--- config.mk ---
export PLATFORM = sky130hd
export DESIGN_NAME = l2_port_scheduler
export DESIGN_NICKNAME = d
export VERILOG_FILES = /design/src/rtl/l2_port_scheduler.sv
export SDC_FILE = /design/constraint.sdc
export NUM_CORES = 1
export LEC_CHECK = 0
export BUFFER_PORTS_ARGS = -buffer_cell sky130_fd_sc_hd__buf_2
export CORE_AREA = 2 2 157 159
export DETAILED_ROUTE_END_ITERATION = 16
export DIE_AREA = 0 0 159 161
export PLACE_DENSITY_LB_ADDON = 0.05
export SLEW_MARGIN = 30
export SYNTH_ARGS = -nofsm -noshare
export SYNTH_HDL_FRONTEND = slang
export SYNTH_SLANG_ARGS = --single-unit
--- constraint.sdc ---
create_clock -name clk -period 3.4 [get_ports clk]
set_input_delay 1.02 -clock clk [delete_from_list [all_inputs] [get_ports clk]]
set_output_delay 1.02 -clock clk [all_outputs]
set_load 0.01 [all_outputs]
--- src/rtl/l2_port_scheduler.sv ---
// l2_port_scheduler: lets N_CORES request channels share one L2 port.
// A round-robin search picks one pending request. Its address, write flag
// and write data are captured. The request goes to L2 with a req/ack
// handshake, and the read data returns to the owning core as a one-cycle
// resp_valid pulse.
// Optional build macro: L2_SCHED_TIMEOUT_EN enables an issue/wait watchdog
// that aborts a transaction with resp_err after TIMEOUT cycles.
module l2_port_scheduler #(
  parameter int N_CORES = 4,
  parameter int ADDR_W  = 32,
  parameter int DATA_W  = 32,
  parameter int TIMEOUT = 255
) (
  input  logic                             clk,
  input  logic                             rst,
  input  logic [N_CORES-1:0]               req_valid,
  input  logic [N_CORES-1:0]               req_we,
  input  logic [N_CORES-1:0][ADDR_W-1:0]   req_addr,
  input  logic [N_CORES-1:0][DATA_W-1:0]   req_wdata,
  output logic [N_CORES-1:0]               req_ready,
  output logic [N_CORES-1:0]               resp_valid,
  output logic [DATA_W-1:0]                resp_rdata,
  output logic                             resp_err,
  output logic                             l2_req,
  output logic                             l2_we,
  output logic [ADDR_W-1:0]                l2_addr,
  output logic [DATA_W-1:0]                l2_wdata,
  input  logic                             l2_ack,
  input  logic                             l2_done,
  input  logic [DATA_W-1:0]                l2_rdata
);

  localparam int PTR_W = $clog2(N_CORES);

  typedef enum logic [1:0] {
    S_IDLE  = 2'd0,
    S_ISSUE = 2'd1,
    S_WAIT  = 2'd2,
    S_RESP  = 2'd3
  } state_t;

  state_t              r_state;
  state_t              w_next;
  logic [PTR_W-1:0]    r_ptr;
  logic [PTR_W-1:0]    r_owner;
  logic [ADDR_W-1:0]   r_addr;
  logic                r_we;
  logic [DATA_W-1:0]   r_wdata;
  logic [DATA_W-1:0]   r_rdata;

  logic                w_found;
  logic [PTR_W-1:0]    w_idx;
  logic [PTR_W-1:0]    w_cand;
  logic                w_accept;
  logic                w_rd_cap;
  logic                w_to_fire;
  logic                w_timeout;

`ifdef L2_SCHED_TIMEOUT_EN
  localparam int CNT_W = ($clog2(TIMEOUT + 1) > 8) ? $clog2(TIMEOUT + 1) : 8;

  logic [CNT_W-1:0]    r_cnt;
  logic                r_err;

  // Count the cycles spent in S_ISSUE/S_WAIT. The count restarts at zero
  // for every new transaction.
  always_ff @(posedge clk) begin
    if (rst) begin
      r_cnt <= '0;
    end else if (r_state == S_ISSUE || r_state == S_WAIT) begin
      r_cnt <= r_cnt + 1'b1;
    end else begin
      r_cnt <= '0;
    end
  end

  // The timeout fires on the last allowed cycle. A done that arrives in the
  // same cycle still takes priority.
  assign w_timeout = (r_cnt == CNT_W'(TIMEOUT - 1));

  // Error flag of the response being returned. It is cleared by a normal
  // completion and set by an abort.
  always_ff @(posedge clk) begin
    if (rst) begin
      r_err <= 1'b0;
    end else if (w_rd_cap) begin
      r_err <= 1'b0;
    end else if (w_to_fire) begin
      r_err <= 1'b1;
    end
  end

  assign resp_err = r_err;
`else
  // Without the watchdog the block waits for L2 indefinitely. TIMEOUT is
  // kept so that instantiations stay interchangeable.
  assign w_timeout = 1'b0 && (TIMEOUT > 0);
  assign resp_err  = 1'b0;
`endif

  // Round-robin search that starts at r_ptr and wraps modulo N_CORES.
  always_comb begin
    w_found = 1'b0;
    w_idx   = '0;
    w_cand  = '0;
    for (int unsigned i = 0; i < N_CORES; i++) begin
      w_cand = r_ptr + PTR_W'(i);
      if (!w_found && req_valid[w_cand]) begin
        w_found = 1'b1;
        w_idx   = w_cand;
      end
    end
  end

  // State register.
  always_ff @(posedge clk) begin
    if (rst) begin
      r_state <= S_IDLE;
    end else begin
      r_state <= w_next;
    end
  end

  // Next-state logic and the per-state handshake outputs.
  always_comb begin
    w_next     = r_state;
    req_ready  = '0;
    resp_valid = '0;
    l2_req     = 1'b0;
    w_accept   = 1'b0;
    w_rd_cap   = 1'b0;
    w_to_fire  = 1'b0;
    case (r_state)
      S_IDLE: begin
        if (w_found) begin
          req_ready[w_idx] = 1'b1;
          w_accept         = 1'b1;
          w_next           = S_ISSUE;
        end
      end
      S_ISSUE: begin
        l2_req = 1'b1;
        if (l2_ack && l2_done) begin
          w_rd_cap = 1'b1;
          w_next   = S_RESP;
        end else if (w_timeout) begin
          w_to_fire = 1'b1;
          w_next    = S_RESP;
        end else if (l2_ack) begin
          w_next = S_WAIT;
        end
      end
      S_WAIT: begin
        if (l2_done) begin
          w_rd_cap = 1'b1;
          w_next   = S_RESP;
        end else if (w_timeout) begin
          w_to_fire = 1'b1;
          w_next    = S_RESP;
        end
      end
      S_RESP: begin
        resp_valid[r_owner] = 1'b1;
        w_next              = S_IDLE;
      end
      default: begin
        w_next = S_IDLE;
      end
    endcase
  end

  // Capture the accepted request and advance the round-robin pointer past
  // the winner.
  always_ff @(posedge clk) begin
    if (rst) begin
      r_ptr   <= '0;
      r_owner <= '0;
      r_addr  <= '0;
      r_we    <= 1'b0;
      r_wdata <= '0;
    end else if (w_accept) begin
      r_ptr   <= w_idx + 1'b1;
      r_owner <= w_idx;
      r_addr  <= req_addr[w_idx];
      r_we    <= req_we[w_idx];
      r_wdata <= req_wdata[w_idx];
    end
  end

  // Response data register. It holds the L2 read data, or zero after an
  // abort.
  always_ff @(posedge clk) begin
    if (rst) begin
      r_rdata <= '0;
    end else if (w_rd_cap) begin
      r_rdata <= l2_rdata;
    end else if (w_to_fire) begin
      r_rdata <= '0;
    end
  end

  assign l2_we      = r_we;
  assign l2_addr    = r_addr;
  assign l2_wdata   = r_wdata;
  assign resp_rdata = r_rdata;

endmodule

==> results.sh, run 1 <==
export IMPL_initial_core_util_pct=30.9
export IMPL_hpwl_um=19800
export IMPL_final_nets=1578
export IMPL_fin_tns_setup_ps=0
export IMPL_cts_max_level=3
export IMPL_synth_area_um2=7390
export IMPL_die_w_um=159
export IMPL_clkPwrFrac_pct=18.2
export IMPL_cts_resized=0
export IMPL_crit_fanout=5
export IMPL_chipHeight_um=161
export IMPL_routed_via_density=5.15
export IMPL_ant_nets=0
export IMPL_via_count=8310
export IMPL_synth_flop_cell="dfxtp_1"
export IMPL_r2r_slack_ps=790
export IMPL_r2r_end="l2_wdata[27]"
export IMPL_ys_top_cells_by_count="129 x and3_1, 128 x a21boi_0, 103 x dfxtp_1"
export IMPL_final_layout_size_suffix_gt1_share_pct=36.8
export IMPL_ioPinCount=407
export IMPL_rsz0062_at_grt="false"
export IMPL_clkLatencyLatePin_ps=360
export IMPL_fin_skew_ps=15.8
export IMPL_min_from="resp_rdata[2]"
export IMPL_power_switching_uw=2850
export IMPL_routed_wl_um=29400
export IMPL_cap_violations=0
export IMPL_worstSetupPathDepth=7
export IMPL_peakVddDrop_mv=0.774
export IMPL_io_buffers=405
export IMPL_worst_path_buf_inv=2
export IMPL_worst_ep_required_time_ps=2380
export IMPL_p_per_area_nw_per_um2=641
export IMPL_postCtsSetupBuffers=0
export IMPL_sw_frac_of_total_pct=44.7
export IMPL_async_flop_share_pct=0
export IMPL_max_freq_mhz=305
export IMPL_coreArea_um2=24000
export IMPL_synthCells=953
export IMPL_crit_slowest_cell="or4b_4"
export IMPL_grt_max_degree=258
export IMPL_cts_sinks=103
export IMPL_crit_path_start="req_valid[2]"
export IMPL_cpPeakStageDelay_ps=520
export IMPL_yosysTopAreaCellShare_pct=27.9
export IMPL_synth_distinct_cells=40
export IMPL_synth_most_common_cell="and3_1"
export IMPL_end_kind="output port"
export IMPL_synthTopCellsByArea="dfxtp_1 28%, a21boi_0 13%, and3_1 11%"
export IMPL_p_int_uw=3520
export IMPL_yosysTopAreaCell="dfxtp_1"
export IMPL_yosysWarnings=0
export IMPL_area_growth_pct=34.6
export IMPL_cp_common_cell="buf_2"
export IMPL_ys_ff_latch=103
export IMPL_drc=0
export IMPL_overflow=0
export IMPL_dr_first_iter_drc_count=489
export IMPL_worstRegToRegCells=6
export IMPL_max_slew_margin_rel_pct=27.5
export IMPL_syn_area_per_cell_um2=7.76
export IMPL_post_route_min_period_ps=3280
export IMPL_grt_pass1_vias=8019
export IMPL_slew_viol_final=0
export IMPL_final_hold_viol_count=0
export IMPL_crit_chain="buf_2 -> nor2b_1 -> or4b_4 -> nand2_2 -> nand2_1 -> nor2_1 -> buf_2"
export IMPL_place_area_um2=9600
export IMPL_rr_startpoint="r_ptr[0]"
export IMPL_rows=57
export IMPL_design_area_um2=9950
export IMPL_cts_tree="done"
export IMPL_wire_per_inst_um=18.2
export IMPL_crit_type="primary input to output port"
export IMPL_clk_path_buf_depth=2
export IMPL_seq_power_share_pct=28.4
export IMPL_crit_end="req_ready[3]"
export IMPL_power_leakage_uw=0.00451
export IMPL_hold_buffers=0
export IMPL_die_area_um2=25600
export IMPL_antenna_found_initial=12
export IMPL_clk_pin_slew_worst_paths_ps=90
export IMPL_grt_pass1_wl_um=45000
export IMPL_hold_class="flip-flop to flip-flop"
export IMPL_synth_edf_count=0
export IMPL_critPathTopFamily="simple AND/OR/NAND/NOR gates"
export IMPL_setup_viol=0
export IMPL_track_usage_pct=21.8
export IMPL_power_frac_comb_pct=53.4
export IMPL_gp_congestion=0.841
export IMPL_yosysSeqAreaShare_pct=27.9
export IMPL_cts_buffers_inserted=9
export IMPL_root_buffer="clkbuf_16"
export IMPL_syn_nets=1257
export IMPL_worst_slew_pin_slew_ps=1090
export IMPL_cp_start_kind="primary input"
export IMPL_dr_pass1_iters=5
export IMPL_status="finished clean"
export IMPL_timing_final_crit_share_pct=96.5
export IMPL_worst_ep_arrival_time_ps=2260
cells by family after synthesis:
family	synth area share (%)
and+or+nand+nor	29.0
muxes	0.406
AOI/OAI and AO/OA	35.1
DFF	27.9
other	0.0507
buffers and inverters	6.92
adders and majority gates	0.677
power by group through the flow:
stage | combinational, uW | clock (uW) | sequential, uW
after global placement | 3440 | 0 | 1820
after global routing | 3760 | 1240 | 1870
final | 3410 | 1160 | 1810
after floorplan | 2080 | 0 | 1960
after detailed placement | 3430 | 0 | 1830
after CTS | 3440 | 1200 | 1810
through the flow:
stage | power (uW) | cells | utilization (%) | setup slack [ps] | hold WS (ps)
after floorplan | 4040 | 953 | - | -24.0 | 467
after global placement | 5260 | 1587 | 40.1 | 74.0 | 439
after detailed placement | 5260 | 1587 | 40.1 | 71.8 | 443
after CTS | 6450 | 1603 | 41.4 | 65.7 | 456
after global routing | 6870 | 1607 | 41.5 | 32.5 | 479
final | 6380 | 1613 | 41.5 | 119 | 455
how the worst min path moves through the flow:
stage                           endpoint  slack [ps]  cells past startpoint
after floorplan               r_owner[0]         470                      2
after global placement     resp_rdata[6]         440                      2
after detailed placement   resp_rdata[4]         440                      2
after CTS                  resp_rdata[2]         460                      2
after global routing      resp_rdata[21]         480                      2
final                      resp_rdata[2]         450                      2
sequential cells by signal, summed over array words and instances, names as in the netlist:
name        cells
l2_addr        32
resp_rdata     32
r_ptr           2
l2_we           1
r_owner         2
r_state         2
l2_wdata       32
final cells by class:
cell class                 count  area (um2)
fill                        2605       14000
multi-input combinational    734        4850
timing repair buffer         422        2270
sequential                   103        2060
tap                          324         405
clock buffer                   9         225
clock inverter                 7        96.3
antenna                       10        25.0
inverter                       4        15.0
cells in the final DEF (no fill, tap or decap), drive strengths merged, types with 2 or more instances in the layout:
master and instances:
o32ai 64, a21boi 128, nand2 76, a211oi 3
diode 10, nor3b 65, o21ai 65, nor3 4
clkbuf 9, ha 4, nor2 9, mux2i 3
and3 129, nor2b 3, or2 2, dfxtp 103
a21oi 98, buf 422, inv 10, and2 66
tightest hold or removal path, delay by kind of cell (launching register included):
kind,cells,cell delay (ps)
and+or+nand+nor,1,50
DFF,1,310
AOI/OAI and AO/OA,1,50
per-layer routing:
metal,track usage [%],part of all wire (%),up-vias
met5,0,0.037,-
met4,5.45,1.7,2
met3,7.14,7.8,29
met2,37.5,48,251
met1,26.5,43,3884
li1,-,-,4144
Note: power is estimated with default switching activity, not from simulation.
==> inputs of run 2 (changes only) <==
--- a/config.mk
+++ b/config.mk
@@ -6,10 +6,12 @@
 export NUM_CORES = 1
 export LEC_CHECK = 0
 export BUFFER_PORTS_ARGS = -buffer_cell sky130_fd_sc_hd__buf_2
-export CORE_AREA = 2 2 157 159
+export CORE_AREA = 2 2 159 161
 export DETAILED_ROUTE_END_ITERATION = 16
-export DIE_AREA = 0 0 159 161
+export DIE_AREA = 0 0 161 163
+export GPL_TIMING_DRIVEN = 0
 export PLACE_DENSITY_LB_ADDON = 0.05
+export SETUP_SLACK_MARGIN = 0.3
 export SLEW_MARGIN = 30
 export SYNTH_ARGS = -nofsm -noshare
 export SYNTH_HDL_FRONTEND = slang
==> results.sh, run 2 (synthesis gave the netlist of run 1 again) <==
export IMPL_status="finished with violations"
export IMPL_violations="negative setup slack"
export IMPL_cp_start_kind="primary input"
export IMPL_worst_ep_arrival_time_ps=2470
export IMPL_peakVddDrop_mv=0.244
export IMPL_timing_final_crit_share_pct=103
export IMPL_cap_violations=0
export IMPL_worst_ep_required_time_ps=2380
export IMPL_grt_max_degree=23
export IMPL_hold_buffers=0
export IMPL_utilization_pct=42.2
export IMPL_final_layout_size_suffix_gt1_share_pct=35.6
export IMPL_hold_depth=2
export IMPL_dr_first_iter_drc_count=494
export IMPL_root_buffer="clkbuf_16"
export IMPL_power_leakage_uw=0.00469
export IMPL_slew_viol_final=0
export IMPL_crit_type="primary input to output port"
export IMPL_routed_wl_um=34000
export IMPL_via_count=8891
export IMPL_clk_path_buf_depth=2
export IMPL_min_to="resp_rdata[23]"
export IMPL_sw_frac_of_total_pct=45.8
export IMPL_fin_cells=1726
export IMPL_finalPower_uw=6750
export IMPL_grt_pass1_vias=8632
export IMPL_max_slew_margin_rel_pct=53.4
export IMPL_power_frac_comb_pct=56.1
export IMPL_chipHeight_um=163
export IMPL_p_int_uw=3660
export IMPL_globalRouteMet1Util_pct=30.8
export IMPL_grt_use_met3_pct=4.81
export IMPL_p_per_area_nw_per_um2=648
export IMPL_worst_slew_pin_slew_ps=699
export IMPL_initial_core_util_pct=30.0
export IMPL_die_w_um=161
export IMPL_rr_startpoint="r_state[0]"
export IMPL_dp_cells=1688
export IMPL_overflow=0
export IMPL_cts_sinks=103
export IMPL_min_from="resp_rdata[23]"
export IMPL_hold_class="flip-flop to flip-flop"
export IMPL_layout_commonest_cell="buf_2"
export IMPL_mostFrequentLayoutCells="407 x buf_2, 129 x and3_1, 128 x a21boi_0"
export IMPL_use_met2_pct=42.3
export IMPL_ant_nets=0
export IMPL_fin_skew_ps=8.78
export IMPL_coreArea_um2=24700
export IMPL_routed_via_density=5.15
export IMPL_cts_max_level=3
export IMPL_wire_per_inst_um=19.7
export IMPL_clkLatencyLatePin_ps=360
export IMPL_r2r_end="l2_addr[10]"
export IMPL_power_switching_uw=3090
export IMPL_hpwl_um=25900
export IMPL_clk_pin_slew_worst_paths_ps=90
export IMPL_r2r_slack_ps=870
export IMPL_gp_congestion=0.826
export IMPL_setup_ws_ps=-93.1
export IMPL_max_freq_mhz=286
export IMPL_design_area_um2=10400
export IMPL_top_usage_layer="met2"
export IMPL_end_kind="output port"
export IMPL_area_growth_pct=40.8
export IMPL_track_usage_pct=24.6
export IMPL_grt_pass1_wl_um=50200
export IMPL_rsz0062_at_grt="true"
export IMPL_final_nets=1682
export IMPL_clkPwrFrac_pct=16.9
export IMPL_dr_pass1_iters=6
export IMPL_die_area_um2=26200
export IMPL_rows=58
export IMPL_drc=0
export IMPL_crit_fanout=4
export IMPL_setup_viol=4
export IMPL_cts_buffers_inserted=9
export IMPL_io_buffers=404
export IMPL_cts_tree="done"
export IMPL_place_area_um2=9870
export IMPL_seq_power_share_pct=27.0
export IMPL_post_route_min_period_ps=3490
export IMPL_worstRegToRegCells=8
export IMPL_ioPinCount=407
export IMPL_final_hold_viol_count=0
export IMPL_antenna_found_initial=14
-- run 2: layer usage --
layer / share of wire (%) / vias to the layer above / wire length (um)
li1: - / 4359 / -
met2: 48 / 291 / 16200
met5: 0.079 / - / 27
met1: 43 / 4186 / 14700
met3: 6.4 / 51 / 2180
met4: 2.5 / 4 / 845
-- run 2: final cells by class --
cell class              count  area, um2
multi-input cells         734       4900
plain buffers             112        543
fillers                  2754      14300
repair buffers            414       2130
clock inverters             7       88.8
clock buffers               9        225
well taps                 330        413
inverters                   4       15.0
flip-flops and latches    103       2060
diodes                     13       32.5
-- run 2: power groups by stage --
stage / Sequential (uW) / Clock, uW / Combinational (uW)
2_1_floorplan: 1960 / 0 / 2100
3_3_place_gp: 1840 / 0 / 3660
3_5_place_dp: 1840 / 0 / 3670
4_1_cts: 1820 / 1180 / 3790
5_1_grt: 1870 / 1220 / 4140
6_report: 1820 / 1140 / 3790
-- run 2: worst max-delay path: stages --
cell and delay, ps:
buf_8 100, nor2b_4 120, or4b_4 510, buf_6 150, buf_12 120, buf_8 120, nand2_8 80, nand2_8 70
nor2_4 80, buf_6 100
-- run 2: repair_timing --
item,CTS,global route
gates resized for setup,29,11
setup buffers,6,3
endpoints found under the setup margin,50,23
pin swaps,5,1
-- run 2: worst max path at each step --
stage	from	to	slack, ps	cells after the start
after global routing	req_valid[3]	req_ready[1]	-140	10
after global placement	req_valid[1]	req_ready[2]	-930	6
after detailed placement	req_valid[3]	req_ready[1]	-740	9
after CTS	req_valid[2]	req_ready[1]	-90	10
after floorplan	req_valid[0]	req_ready[1]	80	8
final	req_valid[2]	req_ready[1]	-90	10
-- run 2: per-stage QoR --
step	worst slack (ps)	hold slack [ps]	TNS, ps
2_1_floorplan	76.4	467	0
3_3_place_gp	-931	439	-39830
3_5_place_dp	-737	443	-10580
4_1_cts	-89.3	456	-256
5_1_grt	-137	470	-428
6_report	-93.1	454	-270
==> inputs of run 3 (changes only) <==
--- a/config.mk
+++ b/config.mk
@@ -11,6 +11,7 @@
 export DIE_AREA = 0 0 161 163
 export GPL_TIMING_DRIVEN = 0
 export PLACE_DENSITY_LB_ADDON = 0.05
+export REMOVE_ABC_BUFFERS = 1
 export SETUP_SLACK_MARGIN = 0.3
 export SLEW_MARGIN = 30
 export SYNTH_ARGS = -nofsm -noshare
==> results.sh, run 3 (synthesis gave the netlist of run 1 again) <==
export IMPL_status="finished clean"
export IMPL_rr_startpoint="r_state[0]"
export IMPL_power_leakage_uw=0.00493
export IMPL_clk_path_buf_depth=2
export IMPL_ioPinCount=407
export IMPL_cap_violations=0
export IMPL_fill_cells=2635
export IMPL_post_route_min_period_ps=3280
export IMPL_pre_cts_ws_ps=-602
export IMPL_final_hold_viol_count=0
export IMPL_power_switching_uw=3000
export IMPL_antenna_found_initial=7
export IMPL_min_from="resp_rdata[10]"
export IMPL_gp_congestion=0.734
export IMPL_sw_frac_of_total_pct=42.2
export IMPL_crit_fanout=4
export IMPL_grt_pass1_vias=8096
export IMPL_setup_viol=0
export IMPL_area_growth_pct=45.1
export IMPL_cts_tree="done"
export IMPL_mostFrequentLayoutCells="399 x buf_2, 129 x and3_1, 128 x a21boi_0"
export IMPL_worst_ep_required_time_ps=2380
export IMPL_root_buffer="clkbuf_16"
export IMPL_max_freq_mhz=305
export IMPL_clk_pin_slew_worst_paths_ps=80
export IMPL_cp_start_kind="primary input"
export IMPL_drc=0
export IMPL_hpwl_um=21200
export IMPL_cts_max_level=3
export IMPL_hold_class="flip-flop to flip-flop"
export IMPL_track_usage_pct=21.9
export IMPL_dr_pass1_iters=4
export IMPL_routed_wl_um=30100
export IMPL_max_slew_margin_rel_pct=56.8
export IMPL_final_layout_size_suffix_gt1_share_pct=40.2
export IMPL_crit_slowest_cell="or4b_4"
export IMPL_layout_commonest_cell="buf_2"
export IMPL_clkPwrFrac_pct=16.1
export IMPL_rows=58
export IMPL_worstRegToRegCells=14
export IMPL_crit_path_start="req_valid[2]"
export IMPL_fin_skew_ps=10.1
export IMPL_coreArea_um2=24700
export IMPL_via_count=8552
export IMPL_initial_core_util_pct=30.0
export IMPL_timing_final_crit_share_pct=96.3
export IMPL_crit_chain="buf_8 -> nor2b_4 -> or4b_4 -> buf_12 -> nand2_8 -> buf_12 -> nor3_2 -> buf_2"
export IMPL_overflow=0
export IMPL_cts_buffers_inserted=9
export IMPL_p_int_uw=4110
export IMPL_seq_power_share_pct=25.5
export IMPL_ant_nets=0
export IMPL_worst_slew_pin_slew_ps=646
export IMPL_worst_ep_arrival_time_ps=2260
export IMPL_setup_ws_ps=124
export IMPL_chipHeight_um=163
export IMPL_rsz0062_at_grt="true"
export IMPL_grt_max_degree=108
export IMPL_die_w_um=161
export IMPL_die_area_um2=26200
export IMPL_routed_via_density=5.12
export IMPL_peakVddDrop_mv=0.281
export IMPL_dr_first_iter_drc_count=368
export IMPL_cp_common_cell="buf_12"
export IMPL_grt_pass1_wl_um=45500
export IMPL_whs_ps=455
export IMPL_slew_viol_final=0
export IMPL_end_kind="output port"
export IMPL_cts_sinks=103
export IMPL_clkLatencyLatePin_ps=360
export IMPL_io_buffers=405
export IMPL_crit_type="primary input to output port"
export IMPL_cpPeakStageDelay_ps=530
export IMPL_p_per_area_nw_per_um2=663
export IMPL_hold_depth=2
export IMPL_wire_per_inst_um=18.0
export IMPL_final_nets=1634
export IMPL_power_frac_comb_pct=58.4
==> run 3: timing repair <==
action	CTS	global route
endpoints found under the setup margin	17	17
cloned	5	0
pin swaps	5	5
setup buffers	21	9
gates resized for setup	26	13
hold buffers	0	0
==> run 3: stage by stage <==
step / TNS (ps) / total power (uW) / cells / utilization (%) / cell area [um2]
after floorplan: -306500 / 3890 / 841 / - / 6900
after global placement: -1331960 / 5190 / 1576 / 37.8 / 9340
after detailed placement: -5020 / 5550 / 1614 / 40.0 / 9880
after CTS: 0 / 7080 / 1656 / 42.9 / 10600
after global routing: 0 / 7630 / 1670 / 43.5 / 10700
final: 0 / 7110 / 1670 / 43.5 / 10700
==> run 3: power groups by stage <==
stage / logic [uW] / clock network [uW] / registers (uW)
3_5_place_dp: 3720 / 0 / 1830
5_1_grt: 4530 / 1230 / 1870
4_1_cts: 4080 / 1190 / 1810
6_report: 4150 / 1150 / 1810
2_1_floorplan: 1920 / 0 / 1960
3_3_place_gp: 3400 / 0 / 1790
==> run 3: worst paths after layout <==
check,slack [ps],endpoint
min reg2reg,460,resp_rdata[10]
max,120,req_ready[2]
max reg2reg,660,l2_wdata[18]
min,460,resp_rdata[10]
==> run 3: area by class of cell <==
type	count	area, um2	area share (%)
Multi-Input combinational cell	736	4960	46.2
Timing Repair Buffer	476	2950	27.5
Sequential cell	103	2060	19.2
Tap cell	330	413	3.85
Clock buffer	10	239	2.23
Clock inverter	6	77.6	0.723
Inverter	4	15.0	0.140
Antenna cell	5	12.5	0.117
==> run 3: worst max-delay path: cells and delay by family <==
kind / cells / cell delay, ps
buffers and inverters: 4 / 490
and+or+nand+nor: 4 / 730
==> run 3: metal layers <==
metal | wire [um] | GRT usage, % | share of wire (%) | up-vias
li1 | - | - | - | 4251
met1 | 12900 | 26.2 | 43 | 4021
met2 | 14900 | 39.3 | 50 | 252
met3 | 1830 | 4.99 | 6.1 | 26
met4 | 484 | 6.05 | 1.6 | 2
met5 | 13 | 0 | 0.043 | -
